--- src/rtl/rx_line_editor_pkg.sv ---
// Shared ASCII constants and FSM state type for the receive line editor.
package rx_line_editor_pkg;

    localparam logic [7:0] ASCII_BEL   = 8'h07;
    localparam logic [7:0] ASCII_BS    = 8'h08;
    localparam logic [7:0] ASCII_LF    = 8'h0A;
    localparam logic [7:0] ASCII_CR    = 8'h0D;
    localparam logic [7:0] ASCII_ESC   = 8'h1B;
    localparam logic [7:0] ASCII_SPACE = 8'h20;
    localparam logic [7:0] ASCII_TILDE = 8'h7E;
    localparam logic [7:0] ASCII_DEL   = 8'h7F;

    typedef enum logic {
        ST_IDLE = 1'b0,
        ST_PUSH = 1'b1
    } state_t;

endpackage

--- src/rtl/rx_line_editor_echo_fifo.sv ---
// Echo byte FIFO: head is presented combinationally, reads as zero when empty.
module echo_fifo #(
    parameter int DEPTH = 4
) (
    input  logic                     clk,
    input  logic                     rstn,
    input  logic                     push,
    input  logic [7:0]               push_data,
    input  logic                     pop,
    output logic [7:0]               pop_data,
    output logic                     full,
    output logic                     empty,
    output logic [$clog2(DEPTH):0]   free_cnt
);

    localparam int AW = $clog2(DEPTH);
    localparam int CW = AW + 1;

    logic [7:0]    mem [DEPTH];
    logic [AW-1:0] wr_ptr;
    logic [AW-1:0] rd_ptr;
    logic [CW-1:0] count;
    logic          do_push;
    logic          do_pop;

    assign full     = (count == CW'(DEPTH));
    assign empty    = (count == '0);
    assign free_cnt = CW'(DEPTH) - count;
    assign pop_data = empty ? 8'h00 : mem[rd_ptr];
    assign do_push  = push && !full;
    assign do_pop   = pop && !empty;

    // Storage array; contents are don't-care until pointed at by a valid count.
    always_ff @(posedge clk) begin
        if (do_push) mem[wr_ptr] <= push_data;
    end

    // Pointers wrap naturally (power-of-two depth); count tracks occupancy.
    always_ff @(posedge clk or negedge rstn) begin
        if (!rstn) begin
            wr_ptr <= '0;
            rd_ptr <= '0;
            count  <= '0;
        end else begin
            if (do_push) wr_ptr <= wr_ptr + AW'(1);
            if (do_pop)  rd_ptr <= rd_ptr + AW'(1);
            case ({do_push, do_pop})
                2'b10:   count <= count + CW'(1);
                2'b01:   count <= count - CW'(1);
                default: count <= count;
            endcase
        end
    end

endmodule

--- src/rtl/rx_line_editor.sv ---
// Line editor between uart_rx and the digit display; echoes edits to uart_tx.
//
// state   | meaning
// --------+--------------------------------------------------------------
// ST_IDLE | waiting for r_valid; decodes and applies the edit on arrival
// ST_PUSH | writing the reserved echo sequence into the FIFO, one per cycle
module rx_line_editor
    import rx_line_editor_pkg::*;
#(
    parameter int         N_DIGITS   = 8,
    parameter int         FIFO_DEPTH = 4,
    parameter logic [7:0] BLANK      = 8'h20
) (
    input  logic                      clk,
    input  logic                      rstn,
    input  logic [7:0]                r_data,
    input  logic                      r_valid,
    output logic [N_DIGITS-1:0][7:0]  digits,
    output logic                      line_done,
    output logic                      overflow,
    output logic                      rx_drop,
    output logic                      echo_drop,
    output logic [7:0]                tx_data,
    output logic                      tx_valid,
    input  logic                      tx_ready
);

    localparam int LW = $clog2(N_DIGITS + 1);
    localparam int IW = (N_DIGITS > 1) ? $clog2(N_DIGITS) : 1;
    localparam int CW = $clog2(FIFO_DEPTH) + 1;

    state_t                 state;
    logic [N_DIGITS-1:0][7:0] ebuf;
    logic [LW-1:0]          len;
    logic [2:0][7:0]        seq;
    logic [1:0]             seq_len;
    logic [1:0]             seq_idx;

    logic [2:0][7:0]        dec_seq;
    logic [1:0]             dec_len;
    logic                   is_print;
    logic                   is_bs;
    logic                   is_cr;
    logic                   is_esc;
    logic                   buf_full;
    logic                   echo_ok;

    logic                   fifo_full;
    logic                   fifo_empty;
    logic [CW-1:0]          fifo_free;
    logic [IW-1:0]          len_idx;

    assign is_print = (r_data >= ASCII_SPACE) && (r_data <= ASCII_TILDE);
    assign is_bs    = (r_data == ASCII_BS) || (r_data == ASCII_DEL);
    assign is_cr    = (r_data == ASCII_CR);
    assign is_esc   = (r_data == ASCII_ESC);
    assign buf_full = (len >= LW'(N_DIGITS));
    assign len_idx  = IW'(len);

    // Echo sequence implied by the incoming byte and current buffer length.
    always_comb begin
        dec_seq = '0;
        dec_len = 2'd0;
        if (is_print) begin
            dec_len    = 2'd1;
            dec_seq[0] = buf_full ? ASCII_BEL : r_data;
        end else if (is_bs && (len != '0)) begin
            dec_len    = 2'd3;
            dec_seq[0] = ASCII_BS;
            dec_seq[1] = ASCII_SPACE;
            dec_seq[2] = ASCII_BS;
        end else if (is_cr) begin
            dec_len    = 2'd2;
            dec_seq[0] = ASCII_CR;
            dec_seq[1] = ASCII_LF;
        end
    end

    // Whole sequence must fit now; free space only grows while we wait in IDLE.
    assign echo_ok = !fifo_full && (fifo_free >= CW'(dec_len));

    // Edit/commit FSM with registered display and status outputs.
    always_ff @(posedge clk or negedge rstn) begin
        if (!rstn) begin
            state     <= ST_IDLE;
            ebuf      <= {N_DIGITS{BLANK}};
            len       <= '0;
            digits    <= {N_DIGITS{BLANK}};
            overflow  <= 1'b0;
            line_done <= 1'b0;
            rx_drop   <= 1'b0;
            echo_drop <= 1'b0;
            seq       <= '0;
            seq_len   <= 2'd0;
            seq_idx   <= 2'd0;
        end else begin
            line_done <= 1'b0;
            rx_drop   <= 1'b0;
            echo_drop <= 1'b0;
            case (state)
                ST_IDLE: begin
                    if (r_valid) begin
                        if (is_print) begin
                            if (!buf_full) begin
                                ebuf[len_idx] <= r_data;
                                len           <= len + LW'(1);
                            end else begin
                                overflow <= 1'b1;
                            end
                        end else if (is_bs) begin
                            if (len != '0) len <= len - LW'(1);
                        end else if (is_cr) begin
                            for (int i = 0; i < N_DIGITS; i++) begin
                                digits[i] <= (LW'(i) < len) ? ebuf[i] : BLANK;
                            end
                            len       <= '0;
                            overflow  <= 1'b0;
                            line_done <= 1'b1;
                        end else if (is_esc) begin
                            len      <= '0;
                            overflow <= 1'b0;
                        end
                        if (dec_len != 2'd0) begin
                            if (echo_ok) begin
                                state   <= ST_PUSH;
                                seq     <= dec_seq;
                                seq_len <= dec_len;
                                seq_idx <= 2'd0;
                            end else begin
                                echo_drop <= 1'b1;
                            end
                        end
                    end
                end
                ST_PUSH: begin
                    if (r_valid) rx_drop <= 1'b1;
                    if (seq_idx == seq_len - 2'd1) state <= ST_IDLE;
                    else                           seq_idx <= seq_idx + 2'd1;
                end
                default: state <= ST_IDLE;
            endcase
        end
    end

    echo_fifo #(
        .DEPTH (FIFO_DEPTH)
    ) u_echo_fifo (
        .clk       (clk),
        .rstn      (rstn),
        .push      (state == ST_PUSH),
        .push_data (seq[seq_idx]),
        .pop       (tx_ready),
        .pop_data  (tx_data),
        .full      (fifo_full),
        .empty     (fifo_empty),
        .free_cnt  (fifo_free)
    );

    assign tx_valid = !fifo_empty;

endmodule

--- config.mk ---
export PLATFORM = sky130hd
export DESIGN_NAME = rx_line_editor
export DESIGN_NICKNAME = d
export VERILOG_FILES = /design/src/rtl/rx_line_editor_pkg.sv /design/src/rtl/rx_line_editor_echo_fifo.sv /design/src/rtl/rx_line_editor.sv
export SDC_FILE = /design/constraint.sdc
export NUM_CORES = 1
export LEC_CHECK = 0
export ABC_AREA = 1
export BUFFER_PORTS_ARGS = -buffer_cell sky130_fd_sc_hd__buf_2
export CORE_AREA = 2 2 138 140
export CTS_CLUSTER_DIAMETER = 40
export DETAILED_ROUTE_END_ITERATION = 7
export DIE_AREA = 0 0 140 142
export PLACE_DENSITY = 0.69
export RECOVER_POWER = 50
export SETUP_SLACK_MARGIN = 0.02
export SLEW_MARGIN = 30
export SYNTH_ARGS = -nofsm -noshare
export SYNTH_HDL_FRONTEND = slang
export SYNTH_SLANG_ARGS = --single-unit
--- constraint.sdc ---
create_clock -name clk -period 2.6 [get_ports clk]
set_clock_uncertainty 0.05 [all_clocks]
set_input_delay 0.26 -clock clk [delete_from_list [all_inputs] [get_ports clk]]
set_output_delay 0.26 -clock clk [all_outputs]
set_load 0.01 [all_outputs]
==> out/metrics.yaml <==
synth.distinct_cells: 35
min_path_cells: 3
met1_usage_pct: 26.4
port_buffers: 88
clk_pin_slew_worst_paths_ps: 70
gp_congestion: 0.925
gr-usage-all-layers_pct: 19.1
yosys-top-cells-area: "dfrtp_1, edfxtp_1, nand2_1"
violations: "design-rule violations"
rsz0062_at_grt: "true"
grt_pass1_wl_mm: 30.0
synth_compound_area_share_pct: 11.0
yosys.area.top_type: "dfrtp_1"
power.total_mw: 8.90
worstPathCellList: "inv_1 -> ha_1 -> ha_1 -> inv_1 -> nand2_1 -> inv_1 -> ha_1 -> inv_1 -> fa_1 -> a21oi_1 -> o21ai_0 -> xor2_1"
clock_tree.root_cell: "clkbuf_16"
clk_latency_ps: 430
worst-path-stages: 12
clock-sinks: 190
min_period_ps: 2390
slew_violations: 0
grt_max_degree: 85
fin_setup_tns_ps: 0
synthCells: 863
dr_total_vias: 6025
overflow: 0
syn_to_final_growth_pct: 15.6
period_share_pct: 91.9
grt_pass1_vias: 5846
cp-start-kind: "flip-flop"
antennaDiodeCount: 0
dp_cells: 1176
yosys_warnings: 0
grt_util_met3_pct: 3.67
cts_tree: "done"
rows: 50
syn_avg_cell_area_sq_um: 9.45
yosys.area_share.simple_pct: 19.2
setup-violations-final: 0
wl_per_cell_um: 14.8
irDropWorstVdd_mv: 0.524
use_met2_pct: 30.5
critPathMaxStageDelay_ps: 400
ant_nets: 0
critPathCaptureType: "flip-flop"
ys_ff_latch: 190
hold_class: "input pin to flip-flop"
synth_common_cells: "nand2_1, dfrtp_1, nor2_1, o21ai_0, inv_1"
power.static_leakage_nw: 4.52
htree_levels: 4
synth_top_family_by_area: "simple AND/OR/NAND/NOR gates"
syn-cell-area_sq_um: 8160
yosys.area.top_type_share_pct: 43.6
io_pins: 89
worst-setup-path-type: "flip-flop to flip-flop"
cp_slowest_cell: "fa_1"
cp_num_buf_inv: 4
cts_max_path_buffers: 2
muxShareOfSynthArea_pct: 0
die_area_sq_um: 19900
path_delay_family: "adder cells"
rr_worst_depth: 12
antenna_found_initial: 0
syn-num-nets: 889
powerDensity_nw_per_um2: 944
drtPass1Iterations: 8
top_usage_layer: "met2"
start_util_pct: 44.2
async_flop_share_pct: 83.2
numCtsBuffers: 17
hold_viol_final: 0
yosysSeqAreaShare_pct: 60.5
die_y_um: 142
drcViolationCount: 4
synth_xor_area_share_pct: 0.752
wl_mm: 17.9
cts_setup_buffers: 0
final_nets: 989
via_per_inst: 4.98
synth_edf_count: 32
fmax_mhz: 419
path_max_fanout: 3
core_sq_um: 18500
slew_headroom_pct: 26.7
worstPathArrival_ps: 2640
drv_cap: 0
worst_pin_slew_ps: 1100
path_common_cell: "inv_1"
dieWidth_um: 140
synthAdderAreaFrac_pct: 2.24
yosysMostFrequentCell: "nand2_1"
status: "finished, violations left"
ys.flop_type: "dfrtp_1"
instances_no_fill: 1210
dr.first_iter.drc_count: 401
drive_gt1_share_pct: 13.5
worstPathRequired_ps: 2850
hpwl_mm: 12.1
==> state kept, by name, indices dropped and copies added (netlist names) <==
register,cells
u_echo_fifo.mem,32
echo_drop,1
u_echo_fifo.wr_ptr,2
len,4
state,1
rx_drop,1
overflow,1
u_echo_fifo.count,3
line_done,1
ebuf,64
seq_idx,2
seq,10
seq_len,2
digits,64
u_echo_fifo.rd_ptr,2
==> path summary, 6_finish.rpt <==
path                                           start              endpoint  slack [ps]
worst max register to register  u_echo_fifo.count[0]  u_echo_fifo.count[2]         210
worst max-delay path            u_echo_fifo.count[0]  u_echo_fifo.count[2]         210
worst min-delay path                       r_data[1]              ebuf[57]          60
min in group asynchronous                       rstn            digits[10]         520
max in group asynchronous                       rstn            digits[56]         450
worst min register to register                seq[7]                seq[7]         430
==> worst reg2reg max path, delay by kind of cell (launching register included) <==
kind            cells  cell delay, ps
compound gates      2             260
fa+ha+maj           4            1010
buf+inv             4             350
xor+xnor            1             150
flops               1             360
simple gates        1              80
==> cell usage in the layout, fill, tap and decap left out, types with 2 or more instances in the layout <==
cell	synthesis	layout
buf_4	3	21
o21ai_1	5	5
o21ai_0	105	105
nor2_8	6	6
edfxtp_1	32	32
buf_2	7	41
dfrtp_1	142	142
clkbuf_16	0	17
dlygate4sd3_1	0	2
nand4_1	3	3
inv_6	0	2
nand3_1	25	25
nand2_1	214	213
clkinv_2	0	2
clkinvlp_4	0	6
nand2_4	1	2
clkbuf_2	0	3
nor2_1	105	104
clkinv_4	0	2
a21oi_1	45	45
dfstp_2	16	16
xor2_1	6	6
ha_1	13	13
nor2_4	2	2
o31ai_1	15	15
inv_1	82	82
clkbuf_4	0	2
clkbuf_1	14	46
==> stage by stage <==
stage	utilization (%)	setup slack [ps]	instance area, sq um	hold slack, ps
after floorplan	-	265	8160	-85.6
after global placement	48.4	152	8930	174
after detailed placement	48.4	114	8930	174
after CTS	51.5	137	9510	43.6
after global routing	51.1	18.7	9430	77.4
final	51.1	211	9430	58.6
==> area by class of cell <==
type | instances | area (sq um)
clock buffers | 20 | 449
flip-flops and latches | 190 | 4930
fillers | 1703 | 9020
inverters | 84 | 319
repair buffers | 114 | 596
well taps | 234 | 293
clock inverters | 12 | 113
multi-input cells | 556 | 2730
==> report_power, final <==
group	switching, mW	internal [mW]	total [mW]
sequential	0.303	3.70	4.01
combinational	1.57	0.838	2.41
clock	1.13	1.36	2.49
total	3.00	5.90	8.90
==> logic make-up after synthesis <==
logic type / Yosys count
AND/OR/NAND/NOR: 364
AO/OA/AOI/OAI: 171
flip-flops: 190
buffers and inverters: 117
XOR/XNOR: 7
adder cells (fa/ha/maj): 14
==> metal layers <==
layer	wire length (um)	vias up
met5	0	-
met4	414	0
met3	653	28
met2	8430	130
met1	8420	2896
li1	-	2971
==> timing repair <==
| action | in CTS | in global routing |
|---|---|---|
| endpoints found under the hold margin | 43 | 0 |
| hold buffers | 2 | 0 |
| resized for setup | 0 | 3 |
| setup endpoints to repair | 0 | 15 |
Note: power is estimated with default switching activity, not from simulation.
